<file path="src/rtl/multicycle_controller.sv">
// Multi-cycle opcode sequencer: FETCH/DECODE/EXEC plus optional MEM wait, BMAP burst and WB.
// Latency: 4 cycles minimum per instruction; MEM adds up to MEM_TIMEOUT cycles, BMAP adds BM_BEATS.
// Backpressure: Stall freezes state and counters and masks write/enable strobes; DMemReady completes MEM.
module multicycle_controller #(
    parameter int OP_W        = 4,
    parameter int BM_BEATS    = 8,
    parameter int MEM_TIMEOUT = 16
) (
    input  logic                      clk,
    input  logic                      rst,
    input  logic                      InstrValid,
    input  logic [OP_W-1:0]           OpCode,
    input  logic                      DMemReady,
    input  logic                      Stall,
    output logic                      InstrReq,
    output logic                      PCWrite,
    output logic                      RegWrite,
    output logic                      BitmapWrite,
    output logic [$clog2(BM_BEATS):0] BeatIdx,
    output logic                      DMemEn,
    output logic                      DMemWrite,
    output logic [1:0]                SignEx,
    output logic                      ALUAdd,
    output logic                      ALUSub,
    output logic                      CompAcc,
    output logic                      MemErr,
    output logic                      Busy,
    output logic                      Halted
);
    localparam int BW = $clog2(BM_BEATS) + 1;
    localparam int TW = $clog2(MEM_TIMEOUT + 1);
    localparam logic [BW-1:0] LAST_BEAT = BW'(BM_BEATS - 1);
    localparam logic [TW-1:0] LAST_WAIT = TW'(MEM_TIMEOUT - 1);

    typedef enum logic [2:0] {
        S_FETCH, S_DECODE, S_EXEC, S_MEM, S_BMAP, S_WB, S_HALT
    } state_t;

    state_t          state, nextState;
    logic [OP_W-1:0] opReg;
    logic [BW-1:0]   beatCnt;
    logic [TW-1:0]   toutCnt;
    logic [3:0]      op;
    logic [1:0]      signSel;
    logic            isMemOp, isBmapOp, isRegWrOp, isDmemWrOp, isCmpOp;

    // Effective opcode: any set bit above the low nibble turns the instruction into a NOP.
    always_comb begin
        op = 4'h0;
        if ((opReg >> 4) == '0) begin
            op = opReg[3:0];
        end
    end

    assign isMemOp    = op inside {4'b0110, 4'b0111, 4'b1110, 4'b1111};
    assign isBmapOp   = op inside {4'b1010, 4'b1011, 4'b1101};
    assign isRegWrOp  = op inside {4'b0010, 4'b0011, 4'b0110, 4'b1001};
    assign isDmemWrOp = op inside {4'b0111, 4'b1110};
    assign isCmpOp    = op inside {4'b1010, 4'b1011};

    // Immediate extension select derived from the latched opcode.
    always_comb begin
        case (op)
            4'b0110, 4'b0111: signSel = 2'b11;
            4'b1110, 4'b1111: signSel = 2'b10;
            4'b1001:          signSel = 2'b01;
            default:          signSel = 2'b00;
        endcase
    end

    // State register, opcode latch, beat counter and memory-wait counter; Stall freezes all of them.
    always_ff @(posedge clk) begin
        if (rst) begin
            state   <= S_FETCH;
            opReg   <= '0;
            beatCnt <= '0;
            toutCnt <= '0;
        end else begin
            state <= nextState;
            if (state == S_FETCH && InstrValid && !Stall) begin
                opReg <= OpCode;
            end
            if (state == S_BMAP && !Stall) begin
                beatCnt <= (beatCnt == LAST_BEAT) ? '0 : beatCnt + 1'b1;
            end
            if (state == S_MEM && !Stall) begin
                toutCnt <= (DMemReady || toutCnt == LAST_WAIT) ? '0 : toutCnt + 1'b1;
            end
        end
    end

    // Next-state and per-state strobes; Stall masks writes, reset forces the idle FETCH pattern.
    always_comb begin
        nextState   = state;
        InstrReq    = 1'b0;
        PCWrite     = 1'b0;
        RegWrite    = 1'b0;
        BitmapWrite = 1'b0;
        BeatIdx     = beatCnt;
        DMemEn      = 1'b0;
        DMemWrite   = 1'b0;
        SignEx      = 2'b00;
        ALUAdd      = 1'b0;
        ALUSub      = 1'b0;
        CompAcc     = 1'b0;
        MemErr      = 1'b0;
        Busy        = 1'b1;
        Halted      = 1'b0;

        case (state)
            S_FETCH: begin
                InstrReq = 1'b1;
                Busy     = 1'b0;
                if (InstrValid) begin
                    nextState = S_DECODE;
                end
            end
            S_DECODE: begin
                SignEx    = signSel;
                nextState = S_EXEC;
            end
            S_EXEC: begin
                SignEx  = signSel;
                ALUAdd  = (op == 4'b0011);
                ALUSub  = (op == 4'b0010);
                CompAcc = isCmpOp;
                if (isMemOp) begin
                    nextState = S_MEM;
                end else if (isBmapOp) begin
                    nextState = S_BMAP;
                end else if (op == 4'b0001) begin
                    nextState = S_HALT;
                end else begin
                    nextState = S_WB;
                end
            end
            S_MEM: begin
                SignEx    = signSel;
                DMemEn    = 1'b1;
                DMemWrite = isDmemWrOp;
                if (DMemReady) begin
                    nextState = (op == 4'b1111) ? S_BMAP : S_WB;
                end else if (toutCnt == LAST_WAIT) begin
                    MemErr    = 1'b1;
                    nextState = S_HALT;
                end
            end
            S_BMAP: begin
                SignEx      = signSel;
                BitmapWrite = 1'b1;
                CompAcc     = isCmpOp;
                if (beatCnt == LAST_BEAT) begin
                    nextState = S_WB;
                end
            end
            S_WB: begin
                SignEx    = signSel;
                RegWrite  = isRegWrOp;
                PCWrite   = 1'b1;
                nextState = S_FETCH;
            end
            S_HALT: begin
                Busy   = 1'b0;
                Halted = 1'b1;
            end
            default: begin
                nextState = S_FETCH;
            end
        endcase

        if (Stall) begin
            nextState   = state;
            PCWrite     = 1'b0;
            RegWrite    = 1'b0;
            BitmapWrite = 1'b0;
            DMemEn      = 1'b0;
            DMemWrite   = 1'b0;
            MemErr      = 1'b0;
        end

        if (rst) begin
            InstrReq    = 1'b1;
            PCWrite     = 1'b0;
            RegWrite    = 1'b0;
            BitmapWrite = 1'b0;
            BeatIdx     = '0;
            DMemEn      = 1'b0;
            DMemWrite   = 1'b0;
            SignEx      = 2'b00;
            ALUAdd      = 1'b0;
            ALUSub      = 1'b0;
            CompAcc     = 1'b0;
            MemErr      = 1'b0;
            Busy        = 1'b0;
            Halted      = 1'b0;
        end
    end
endmodule

</file>
<file path="config.mk">
export PLATFORM = sky130hd
export DESIGN_NAME = multicycle_controller
export DESIGN_NICKNAME = d
export VERILOG_FILES = /design/src/rtl/multicycle_controller.sv
export SDC_FILE = /design/constraint.sdc
export NUM_CORES = 1
export LEC_CHECK = 0
export CORE_MARGIN = 5
export CORE_UTILIZATION = 48
export DETAILED_ROUTE_END_ITERATION = 16
export PLACE_DENSITY = 0.78
export SYNTH_ARGS = -nofsm -noshare
export SYNTH_HDL_FRONTEND = slang
export SYNTH_SLANG_ARGS = --single-unit
</file>
<file path="constraint.sdc">
create_clock -name clk -period 2.1 [get_ports clk]
set_input_delay 0.42 -clock clk [delete_from_list [all_inputs] [get_ports clk]]
set_output_delay 0.42 -clock clk [all_outputs]
set_load 0.05 [all_outputs]
</file>
# Yosys cells after proc, flatten, opt, wreduce, memory -nomap -nowiden
# Index checks and enable logic that the tools add are counted.
[classes]
addsub = 2
n_reduce_logical = 18
n_eq_ne = 22
n_mux = 47
n_bitwise = 2
[ops]
columns = ["cell", "n"]
rows = [
  ["$mux W1", 33],
  ["$eq A4 B4 Y1 const B", 6],
  ["$pmux W3 S6", 1],
  ["$mux W3", 5],
  ["$eq A4 B3 Y1 const B", 3],
  ["$eq A3 B3 Y1 const B", 3],
  ["$eq A4 B2 Y1 const B", 2],
  ["$mux W2", 4],
  ["$mux W4", 2],
  ["$reduce_bool A4 Y1", 2],
  ["$reduce_or A2 Y1", 4],
  ["$eq A3 B2 Y1 const B", 2],
  ["$pmux W2 S3", 1],
  ["$add A5 B1 Y5 const B", 1],
  ["$eq A5 B4 Y1 const B", 1],
  ["$mux W5", 1],
  ["$reduce_and A5 Y1", 1],
  ["$reduce_or A5 Y1", 1],
  ["$add A4 B1 Y4 const B", 1],
  ["$eq A4 B1 Y1 const B", 1],
  ["$logic_and A1 B1 Y1", 4],
  ["$reduce_bool A2 Y1", 2],
  ["$eq A3 B1 Y1 const B", 1],
  ["$logic_not A3 Y1", 1],
  ["7 further kinds", 8],
]
[word_totals]
elab_cells = 95
register_bits = 16
out_inout_bits = 18
inputBits = 9

# Depth between registers and ports, before layout
# Gate-level depths: netlist of the first run.
[logic_depth]
word_depth = 6
depth_mapped = 8
depth_no_buf = 7

# Worst setup path after synthesis of the first run
# OpenSTA, ideal clock, no wires.
[synth_timing]
kind = "register -> output"
from = "register state[0]"
to = "output port RegWrite"
n_path_buf = 2
setup_slack_ns = -1.187
path_stages_with_launch = 6
t_required_ns = 1.680
arrival_time_ns = 2.867
path_cell_list = "dfxtp_1 buf_2 buf_1 nand2_1 nor3_1 a21boi_1"
[synth_between]
elab_chain_len = 4
[synth_lines]
columns = ["item", "line", "source"]
rows = [
  ["from (decl)", "39", "state_t state, nextState;"],
  ["from (signal assigned)", "79", "state <= nextState;"],
  ["$eq A3 B3 Y1", "110", "case (state)"],
  ["$mux W1", "110", ""],
  ["$mux W1", "171", "if (Stall) begin"],
  ["$mux W1", "181", "if (rst) begin"],
  ["to (decl)", "17", "output logic RegWrite,"],
]
# Every way passes these cells.

# Final worst setup path of the first run
[layout_timing]
from = "register state[0]"
to = "output port ALUAdd"
[layout_between]
elab_chain_len = 3
[layout_lines]
columns = ["item", "line", "source"]
rows = [
  ["$eq A3 B2 Y1", "110", ""],
  ["$mux W1", "110", ""],
  ["$mux W1", "181", ""],
  ["to (decl)", "23", "output logic ALUAdd,"],
]
# Every way passes these cells.

==> results of run 1 <==
-- cell type report --
cell class / count / area, µm² / share of cell area (%)
well taps: 28 / 35.0 / 1.88
repair buffers: 45 / 589 / 31.6
clock buffers: 4 / 36.3 / 1.94
flip-flops and latches: 16 / 330 / 17.7
inverters: 5 / 18.8 / 1.01
multi-input cells: 110 / 857 / 45.9
-- state kept, by name (all words and copies together) (netlist names) --
name and flops:
toutCnt 5, beatCnt 4, op 4, state 3
-- worst paths after layout --
| check | startpoint | to | slack, ns | depth (start not counted) |
|---|---|---|---|---|
| min reg2reg | beatCnt[1]$_SDFFE_PP0P_ | beatCnt[1]$_SDFFE_PP0P_ | 0.50 | 2 |
| min | beatCnt[1]$_SDFFE_PP0P_ | beatCnt[1]$_SDFFE_PP0P_ | 0.50 | 2 |
| max | state[0]$_SDFFE_PP0P_ | ALUAdd | -0.03 | 3 |
| max reg2reg | toutCnt[0]$_SDFFE_PP0P_ | state[2]$_SDFFE_PP0P_ | 0.18 | 7 |
-- timing repair --
action | 4_1_cts | 5_1_grt
pin swaps | 4 | 4
buffers inserted | 1 | 2
hold buffers | 0 | 0
gates resized for setup | 17 | 10
setup endpoints to repair | 10 | 9
-- synth_stat cells (all sizes together), types with 3 or more instances --
cell type / n
nor4: 3
o21ai: 4
inv: 5
a21oi: 9
nand3: 3
ha: 3
or4: 4
nor2: 21
mux2i: 5
or4b: 3
dfxtp: 16
nor4b: 3
nor3: 6
buf: 6
clkbuf: 5
nand2b: 3
nor2b: 6
nand2: 11
-- through the flow --
step / total power [W] / setup slack [ns] / util [%] / setup TNS, ns
after global placement: 0.000444 / -0.206 / 78.2 / -1.01
after detailed placement: 0.000448 / -0.278 / 78.2 / -1.45
final: 0.000686 / -0.0327 / 85.2 / -0.0443
after floorplan: 0.000394 / -0.289 / - / -1.10
after global routing: 0.000702 / -0.103 / 85.2 / -0.260
after CTS: 0.000667 / -0.0697 / 82.4 / -0.0697
-- power by group --
part	leakage [nW]	switching, W	internal [W]
Sequential	0.133	0.0000103	0.000309
Combinational	0.528	0.0000731	0.0000645
Clock	0.0210	0.000123	0.000106
-- worst max-delay path, delay by kind of cell (launching register included) --
family        cells  cell delay (ns)
flops             1             0.36
simple gates      2             0.87
buf+inv           1             0.18
-- logic make-up after synthesis --
kind of cell / Yosys count
xor+xnor: 3
mux: 5
buf+inv: 16
compound gates: 25
fa+ha+maj: 3
simple gates: 74
flops: 16
-- routing by layer --
| layer | routed length, µm | track usage (%) | vias to the layer above |
|---|---|---|---|
| met5 | 0 | 0 | - |
| met4 | 30 | 6.95 | 0 |
| met3 | 202 | 3.79 | 3 |
| met2 | 1880 | 39.2 | 51 |
| met1 | 1590 | 26.0 | 599 |
| li1 | - | - | 587 |
==> out/results.ini, run 1 <==
[drt]
drt-total-wl_mm=3.71
firstDrtPassIters=4
num_vias=1240
drtAntennaViolNets=0
drtIter0Drc=53
drc=0
vias_per_cell=5.96
routedWlPerCell_um=17.8

[critical_path]
path_class=register to primary output
max_stage_delay_ns=0.56
cp-end-kind=primary output
critPathMaxFanout=3
slowest_stage=or4b_4
start_kind=register
worst-endpoint-required_ns=1.68
critical_path.cell_chain=or4b_4, nor4b_4, buf_12
cp.arrival_ns=1.71

[timing]
maxSlewViolCount=0
finalCriticalPeriod_ns=2.13
max_freq_mhz=469
fin_ws_ns=-0.0327
relSlewSlack_pct=56.9
final_hold_viol_count=0
finalSetupViolCount=2
holdWs_ns=0.500
finalClockSkew_ns=0.00493
post-route-period-util_pct=102
worst_pin_slew_ns=0.630
rsz0062_at_grt=true

[pwr]
peakVddDrop_mv=0.482
p_per_area_nw_per_um2=368
leakage_nw=0.682

[cells_and_area]
num_antenna_cells=0
final_cell_mix=buf_12 (18), nor2_1 (17), buf_4 (17)
design_area_um2=1870
fill_cells=127
fin_nets=193
final_common_cell=buf_12
drive_gt1_share_pct=38.9
syn_to_final_growth_pct=70.1
finalNonFillerCells=208

[yosys]
synthAdderAreaFrac_pct=3.42
synth_area_leaders=dfxtp_1 (29%), nor2_1 (7.2%), mux2i_1 (4.6%), a21oi_1 (4.1%), nand2_1 (3.8%)
synth_cells=142
async_flop_share_pct=0
synthMuxAreaShare_pct=4.56
synthXorXnorAreaFrac_pct=2.39
synth_edf_count=0
synth_top_area_share_pct=29.2
synth_area_um2=1100
synth_ff_type=dfxtp_1
synth_warnings=0
syn_nets=154
synth_top_family_by_area=simple AND/OR/NAND/NOR gates
ys_ff_latch=16
synth.distinct_cells=42
seq_area_frac_synth_pct=29.2
yosysTopAreaCell=dfxtp_1
yosys.area_share.simple_pct=38.1
synth-compound-area-share_pct=15.8
synth.avg_cell_area_um2=7.73

[placed_design]
place_inst=201
hpwl_mm=2.48
gp_congestion=0.865
dpl_cell_area_um2=1710
port-buffer-count=26

[clocking]
htreeDepth=1
tritoncts=done
cts_num_sinks=16
root_buffer=clkbuf_4
clockBufferDepth=2
numCtsBuffers=3
path_clk_slew_ns=0.11
clock_latency_ns=0.31

[status]
violations=negative setup slack
status=complete, but fails checks

[floorplanning]
die_height_um=57.8
num_io_pins=27
initial_core_util_pct=50.1
core_um2=2190
die-area_um2=3340
rows=17
die_w_um=57.8

[grt]
grt_usage_pct=21.8
overflow=0
grt_max_degree=18
grt_pass1_vias=1188
antenna_found_initial=0
grt_pass1_wl_mm=5.69

[hold_path]
hold_class=register to register

[job]
maxCapViolations=0

(Power assumes the default switching activity.)
==> run 2, diff against run 1 <==
--- a/config.mk
+++ b/config.mk
@@ -8,7 +8,9 @@
 export CORE_MARGIN = 5
 export CORE_UTILIZATION = 48
 export DETAILED_ROUTE_END_ITERATION = 16
+export GPL_ROUTABILITY_DRIVEN = 1
 export PLACE_DENSITY = 0.78
+export SLEW_MARGIN = 0
 export SYNTH_ARGS = -nofsm -noshare
 export SYNTH_HDL_FRONTEND = slang
 export SYNTH_SLANG_ARGS = --single-unit
==> results of run 2 <==
No change in the layout: final DEF, timing and power equal those of run 1.
